### config.mk
export PLATFORM = sky130hd
export DESIGN_NAME = uart_tx_report
export DESIGN_NICKNAME = d
export VERILOG_FILES = /design/src/rtl/uart_tx_report.sv
export SDC_FILE = /design/constraint.sdc
export NUM_CORES = 1
export LEC_CHECK = 0
export ABC_CLOCK_PERIOD_IN_PS = 4300
export CAP_MARGIN = 20
export CELL_PAD_IN_SITES_DETAIL_PLACEMENT = 0
export CELL_PAD_IN_SITES_GLOBAL_PLACEMENT = 1
export CORE_MARGIN = 10
export CORE_UTILIZATION = 44
export CTS_CLUSTER_SIZE = 28
export DETAILED_ROUTE_END_ITERATION = 10
export PLACE_DENSITY_LB_ADDON = 0.1
export SLEW_MARGIN = 40
export SYNTH_ARGS = -nofsm -noshare
export SYNTH_HDL_FRONTEND = slang
export SYNTH_SLANG_ARGS = --single-unit
### constraint.sdc
create_clock -name clk -period 4.3 [get_ports clk]
set_input_delay 0.645 -clock clk [delete_from_list [all_inputs] [get_ports clk]]
set_output_delay 0.645 -clock clk [all_outputs]
set_load 0.05 [all_outputs]
### src/rtl/uart_tx_report.sv
// uart_tx_report: snapshots the parameter bytes and sends SYNC, params, CHK as back-to-back 8N1 frames.
module uart_tx_report #(
  parameter int BIT_CNT_MAX = 867,
  parameter int PAR_NUM = 5,
  parameter int PAR_WIDTH = 8,
  parameter logic [7:0] SYNC_BYTE = 8'hA5
) (
  input  logic                          clk,
  input  logic                          rst,
  input  logic                          start,
  input  logic [PAR_NUM*PAR_WIDTH-1:0]  par_in,
  output logic                          tx_out,
  output logic                          busy,
  output logic                          done
);
  localparam int CW = BIT_CNT_MAX > 0 ? $clog2(BIT_CNT_MAX + 1) : 1;
  localparam int BW = $clog2(PAR_NUM + 2);
  localparam int SW = (PAR_NUM + 2) * 8;
  localparam logic [CW-1:0] CNT_MAX = CW'(BIT_CNT_MAX);
  localparam logic [BW-1:0] LAST_BYTE = BW'(PAR_NUM + 1);
  localparam logic [1:0] IDLE = 2'd0, START = 2'd1, DATA = 2'd2, STOP = 2'd3;
  logic [1:0] state;
  logic [CW-1:0] bit_cnt;
  logic [2:0] bit_idx;
  logic [BW-1:0] byte_idx;
  logic [SW-1:0] sh;
  logic [7:0] chk;
  logic bit_end;
  assign bit_end = bit_cnt == CNT_MAX;
  always_comb begin
    chk = '0;
    for (int i = 0; i < PAR_NUM; i++) chk = chk + par_in[i*PAR_WIDTH +: 8];
  end
  // The whole packet is loaded LSB-first into one shift register, so bytes leave in order SYNC..CHK.
  always_ff @(posedge clk) begin
    if (rst) begin
      state <= IDLE;
      bit_cnt <= '0;
      bit_idx <= '0;
      byte_idx <= '0;
      sh <= '0;
      tx_out <= 1'b1;
      busy <= 1'b0;
      done <= 1'b0;
    end else begin
      done <= 1'b0;
      bit_cnt <= (state == IDLE || bit_end) ? '0 : bit_cnt + 1'b1;
      case (state)
        IDLE: if (start) begin
          sh <= {chk, par_in, SYNC_BYTE};
          state <= START;
          tx_out <= 1'b0;
          busy <= 1'b1;
        end
        START: if (bit_end) begin
          state <= DATA;
          tx_out <= sh[0];
          sh <= sh >> 1;
        end
        DATA: if (bit_end) begin
          bit_idx <= bit_idx + 1'b1;
          if (bit_idx == 3'd7) begin
            state <= STOP;
            tx_out <= 1'b1;
          end else begin
            tx_out <= sh[0];
            sh <= sh >> 1;
          end
        end
        STOP: if (bit_end) begin
          if (byte_idx == LAST_BYTE) begin
            state <= IDLE;
            byte_idx <= '0;
            busy <= 1'b0;
            done <= 1'b1;
          end else begin
            byte_idx <= byte_idx + 1'b1;
            state <= START;
            tx_out <= 1'b0;
          end
        end
        default: state <= IDLE;
      endcase
    end
  end
endmodule

[Word-level counts from Yosys, hierarchy flattened]
Index checks and enable logic that the tools add are counted.
Operators by class
  $add $sub $neg: 7
  multiply operators: 0
  divide/modulo/power cells: 0
  order comparisons: 0
  eq/ne operators: 14
  shifts and indexed selects: 0
  muxes and demuxes: 25
  bitwise gates (word level): 2
  reduce and logical (&&, ||, !) cells: 12
Operators by type and width (number)
  2-to-1 mux 56 bit: 4
  one-hot mux 56 bit (3 select lines): 1
  adder 8 bit: 4
  != test 2 bit, second input constant: 8
  AND reduction 5 bit: 3
  2-to-1 mux 1 bit: 11
  adder 10 x 1 -> 10 bit, second input constant: 1
  equality test 10 bit, second input constant: 1
  2-to-1 mux 2 bit: 5
  one-hot mux 2 bit (4 select lines): 1
  adder 3 x 1 -> 3 bit, second input constant: 2
  equality test 3 bit, second input constant: 2
  equality test 2 bit, second input constant: 2
  one-hot mux 1 bit (4 select lines): 1
  AND reduction 2 bit: 2
  AND reduction 4 bit: 1
  2-to-1 mux 3 bit: 1
  nonzero test 3 bit: 1
  OR reduction 3 bit: 1
  equality test 2 x 1 -> 1 bit, second input constant: 1
  logical NOT 2 bit: 1
  NOT 1 bit: 2
  one-hot mux 1 bit (2 select lines): 1
  nonzero test 2 bit: 1
  2 further kinds: 2
Word-level totals
  register bits: 77
  bits in latches: 0
  RAM bits: 0
  ROM bits: 0
  input bits: 43
  output and inout bits: 3
  logic and storage cells: 68
  memories kept: 0

[Longest topological paths before layout]
  depth in word-level cells: 6
  gate-level depth with buffers: 13

[Least setup slack after synthesis]
OpenSTA, ideal clock, no wires.
  path kind: input to register
  start point: in par_in[1]
  end point: reg sh[55]
  arrival: 3.657 ns
  setup slack: 0.542 ns
  stages: 12
  cell sequence: inv_1 fa_1 fa_1 fa_1 inv_1 ha_1 fa_1 a211oi_1 o21bai_1 a21oi_1 xnor2_1 o41ai_1
Between the ends
  word-level cells in the longest chain between the ends: 6
RTL lines
  from (decl): line 11  | input logic [PAR_NUM*PAR_WIDTH-1:0] par_in,
  adder 8 bit (4 in a row): line 32  | for (int i = 0; i < PAR_NUM; i++) chk = chk + par_in[i*PAR_WIDTH +: 8];
  2-to-1 mux 56 bit: line 49  | IDLE: if (start) begin
  one-hot mux 56 bit (3 select lines): line 48  | case (state)
  to (signal assigned): line 50  | sh <= {chk, par_in, SYNC_BYTE};
  to (signal assigned): line 58  | sh <= sh >> 1;
  to (signal assigned): line 67  | sh <= sh >> 1;
  to (decl): line 26  | logic [SW-1:0] sh;
No other way between the ends. The select of a mux whose other input is x is not followed.
A chain may end at the register's enable or synchronous reset.

[Final worst setup path]
Same ends and word-level chain as after synthesis.

==> results <==
-- stage by stage --
stage / power [W] / utilization, % / instances / area [µm²]
final: 0.003428 / 52.41 / 656 / 5146
after global routing: 0.003729 / 52.41 / 656 / 5146
after CTS: 0.003477 / 52.38 / 656 / 5144
after detailed placement: 0.002951 / 50.56 / 640 / 4965
after global placement: 0.002892 / 50.36 / 639 / 4945
after floorplan: 0.002679 / - / 485 / 4449
-- cells in the final DEF, fill, tap and decap left out, types with 5 or more instances in the layout --
cell type / instances
dfxtp_1: 77
nor2_1: 67
inv_1: 66
a211oi_1: 48
mux2i_1: 48
clkdlybuf4s50_1: 44
fa_1: 20
nand2_1: 19
xnor2_1: 15
a21oi_1: 14
ha_1: 14
clkbuf_8: 9
nand3_1: 7
nor3_1: 6
buf_4: 6
a311oi_1: 5
o21ai_0: 5
xor2_1: 5
-- registers in the layout, indices dropped and copies added (netlist names) --
name,count
busy,1
state,2
bit_cnt,10
byte_idx,3
tx_out,1
bit_idx,3
done,1
sh,56
-- metal layers --
layer | global-route usage [%] | vias to the layer above | share of wire, % | routed length (µm)
li1 | - | 1702 | - | -
met4 | 3.394 | 0 | 1.3 | 122
met2 | 22.78 | 42 | 51 | 4752
met3 | 3.071 | 13 | 3.2 | 297
met5 | 0 | - | 0 | 0
met1 | 15.55 | 1518 | 44 | 4094
-- final cells by class --
| cell class | count | area [µm²] |
|---|---|---|
| clock buffers | 9 | 123.9 |
| clock inverters | 7 | 55.05 |
| fillers | 978 | 4673 |
| inverters | 66 | 247.7 |
| multi-input cells | 312 | 2486 |
| flip-flops and latches | 77 | 1541 |
| well taps | 133 | 166.4 |
| repair buffers | 52 | 525.5 |
-- worst max path at each step --
stage / from / endpoint / slack (ps)
2_1_floorplan: par_in[1] / sh[55] / 540
5_1_grt: par_in[1] / sh[55] / 4
3_3_place_gp: par_in[1] / sh[55] / -60
3_5_place_dp: par_in[1] / sh[55] / -140
6_report: par_in[1] / sh[55] / 240
4_1_cts: par_in[1] / sh[55] / 210
-- tightest hold or removal path, delay by kind of cell, from the launching register on --
family / cells / cell delay, ps
AOI/OAI and AO/OA: 1 / 50
DFF: 1 / 320
and+or+nand+nor: 1 / 60
-- logic make-up (layout without fill, tap and decap cells) --
| kind of cell | Yosys count | after routing |
|---|---|---|
| simple gates | 120 | 120 |
| buf+inv | 96 | 134 |
| compound gates | 89 | 89 |
| flops | 77 | 77 |
| mux | 48 | 48 |
| fa+ha+maj | 35 | 35 |
| xor+xnor | 20 | 20 |
-- power by group through the flow --
| stage | registers [W] | clock network, W | logic, W |
|---|---|---|---|
| finish | 0.00102 | 0.000514 | 0.00190 |
| global route | 0.00104 | 0.000565 | 0.00212 |
| CTS | 0.00102 | 0.000534 | 0.00192 |
| detailed placement | 0.00103 | 0 | 0.00192 |
| global placement | 0.00103 | 0 | 0.00186 |
| floorplan | 0.00103 | 0 | 0.00165 |
==> qor.csv <==
stage;metric;value;unit
outcome;status;finished clean;
cts;cts_root_buffer;clkbuf_8;
cts;cts_setup_buffers;0;
critical_path;cpMaxStageDelayCell;fa_1;
drt;vias;3275;
placement;post-dp-hpwl;7045;µm
yosys;synth_area_leaders;dfxtp_1, mux2i_1, fa_1, a211oi_1, nor2_1;
critical_path;cp.arrival;4300;ps
yosys;yosysMostFrequentCell;dfxtp_1;
cts;clock_path_buffers;2;
power_and_ir_drop;vdd_drop_max;0.5235;mV
cells_and_area;area_delta_synth_final;15.66;%
floorplanning;rows;36;
timing;drv_slew;0;
global_route;grt_pass1_wl;15500;µm
yosys;synthMuxAreaShare;10.80;%
cells_and_area;layout.nets;596;
yosys;synth_fa_ha_area_share;13.22;%
yosys;synth-seq-cells;77;
timing;finalCritPeriodShare;94.37;%
timing;clock.fmax;0.2464;GHz
timing;clock_skew;14.30;ps
critical_path;path_buf_inv;3;
yosys;syn_nets;563;
yosys;yosysTopAreaCell;dfxtp_1;
timing;rsz0062_at_grt;no;
critical_path;endpoint_kind;flop;
timing;max_slew_margin;59.93;%
floorplanning;boundaryPins;46;
drt;route.detailed.drc;0;
yosys;synth_common_cells;dfxtp_1, nor2_1, inv_1, a211oi_1, mux2i_1;
power_and_ir_drop;clock_power_share;15.0;%
placement;io_buffers;45;
yosys;syn_area_per_cell;9.174;µm²
drt;first_pass_iters;4;
global_route;first_global_vias;3225;
critical_path;max_stage_delay;570;ps
power_and_ir_drop;power_switching_share;42.74;%
cts;cts_hold_buf;0;
global_route;grt_max_degree;60;
critical_path;critPathKind;in -> reg;
cts;cts_resized;0;
critical_path;crit_path_cell_trace;clkdlybuf4s50_1, inv_1, fa_1, fa_1, fa_1, inv_1, ha_1, fa_1, a211oi_1, o21bai_1, a21oi_1, xnor2_1, o41ai_1;
worst_hold_path;min_path_type;reg -> reg;
floorplanning;dieArea;14530;µm²
drt;routedWlPerCell;14.13;µm
critical_path;worst_ep_required_time;4540;ps
critical_path;reg2reg_depth;8;
cts;cts_tree;yes;
power_and_ir_drop;power_frac_comb;55.3;%
critical_path;startpoint_type;input pin;
timing;worst_pin_slew;597.0;ps
power_and_ir_drop;p_seq_share;29.7;%
power_and_ir_drop;power.leakage;2.092;nW
yosys;yosys.area_share.simple;13.02;%
yosys;async_reset_ff_share;0;%
flow_run;max-cap-violations;0;
critical_path;r2r_start;state[0];
timing;hold_ws;455.0;ps
cts;cts.sinks;77;
critical_path;crit_top_cell;fa_1;
drt;routed_wl;9266;µm
floorplanning;start_util;45.31;%
critical_path;rr_endpoint;sh[31];
cells_and_area;antenna_cells;0;
yosys;synth_area;4449;µm²
placement;post-place-ws;-142.0;ps
floorplanning;die_h;120.6;µm
power_and_ir_drop;cellPowerDensity;666.1;nW/µm²
timing;layout_setup_ws;241.9;ps
yosys;ys.flop_type;dfxtp_1;
timing;finalSetupTns;0;ps
drt;vias_per_cell;4.992;
yosys;synth_xor_area_share;3.937;%
worst_hold_path;whs_path_depth;2;
floorplanning;die_w;120.6;µm
critical_path;path_max_fanout;2;
yosys;synth_top_family_by_area;compound AO/OA/AOI/OAI gates;
global_route;grt-ovfl-total;0;
global_route;track_usage;12.99;%
cts;cts.htree.levels;3;
yosys;ys_warn_count;0;
drt;ant_nets;0;
timing;setup_viol;0;
worst_hold_path;hold_end;sh[6];
yosys;netlist_instances;485;
cells_and_area;drive_gt1_share;7.075;%
floorplanning;coreArea;9819;µm²
yosys;synth_edf_count;0;
timing;finalHoldViolations;0;
placement;gp_congestion;0.8080;
global_route;antenna_found_initial;0;
drt;dr.first_iter.drc_count;150;
yosys;synth-compound-area-share;14.45;%
critical_path;r2r_slack;1830;ps
power_and_ir_drop;p_sw;0.001465;W
cts;clkLatencyLatePin;350;ps
cts;cts_buffers;9;
timing;period_minus_slack;4058;ps
cts;path_clk_slew;90;ps
yosys;synth_top_area_share;34.65;%
critical_path;crit_cells;13;
power_and_ir_drop;internal_power;0.001963;W
yosys;ys_seq_area_share;34.65;%
critical_path;crit_family;adder cells;
worst_hold_path;hold_path.startpoint;sh[7];
yosys;ys_types;47;
(Power assumes the default switching activity.)
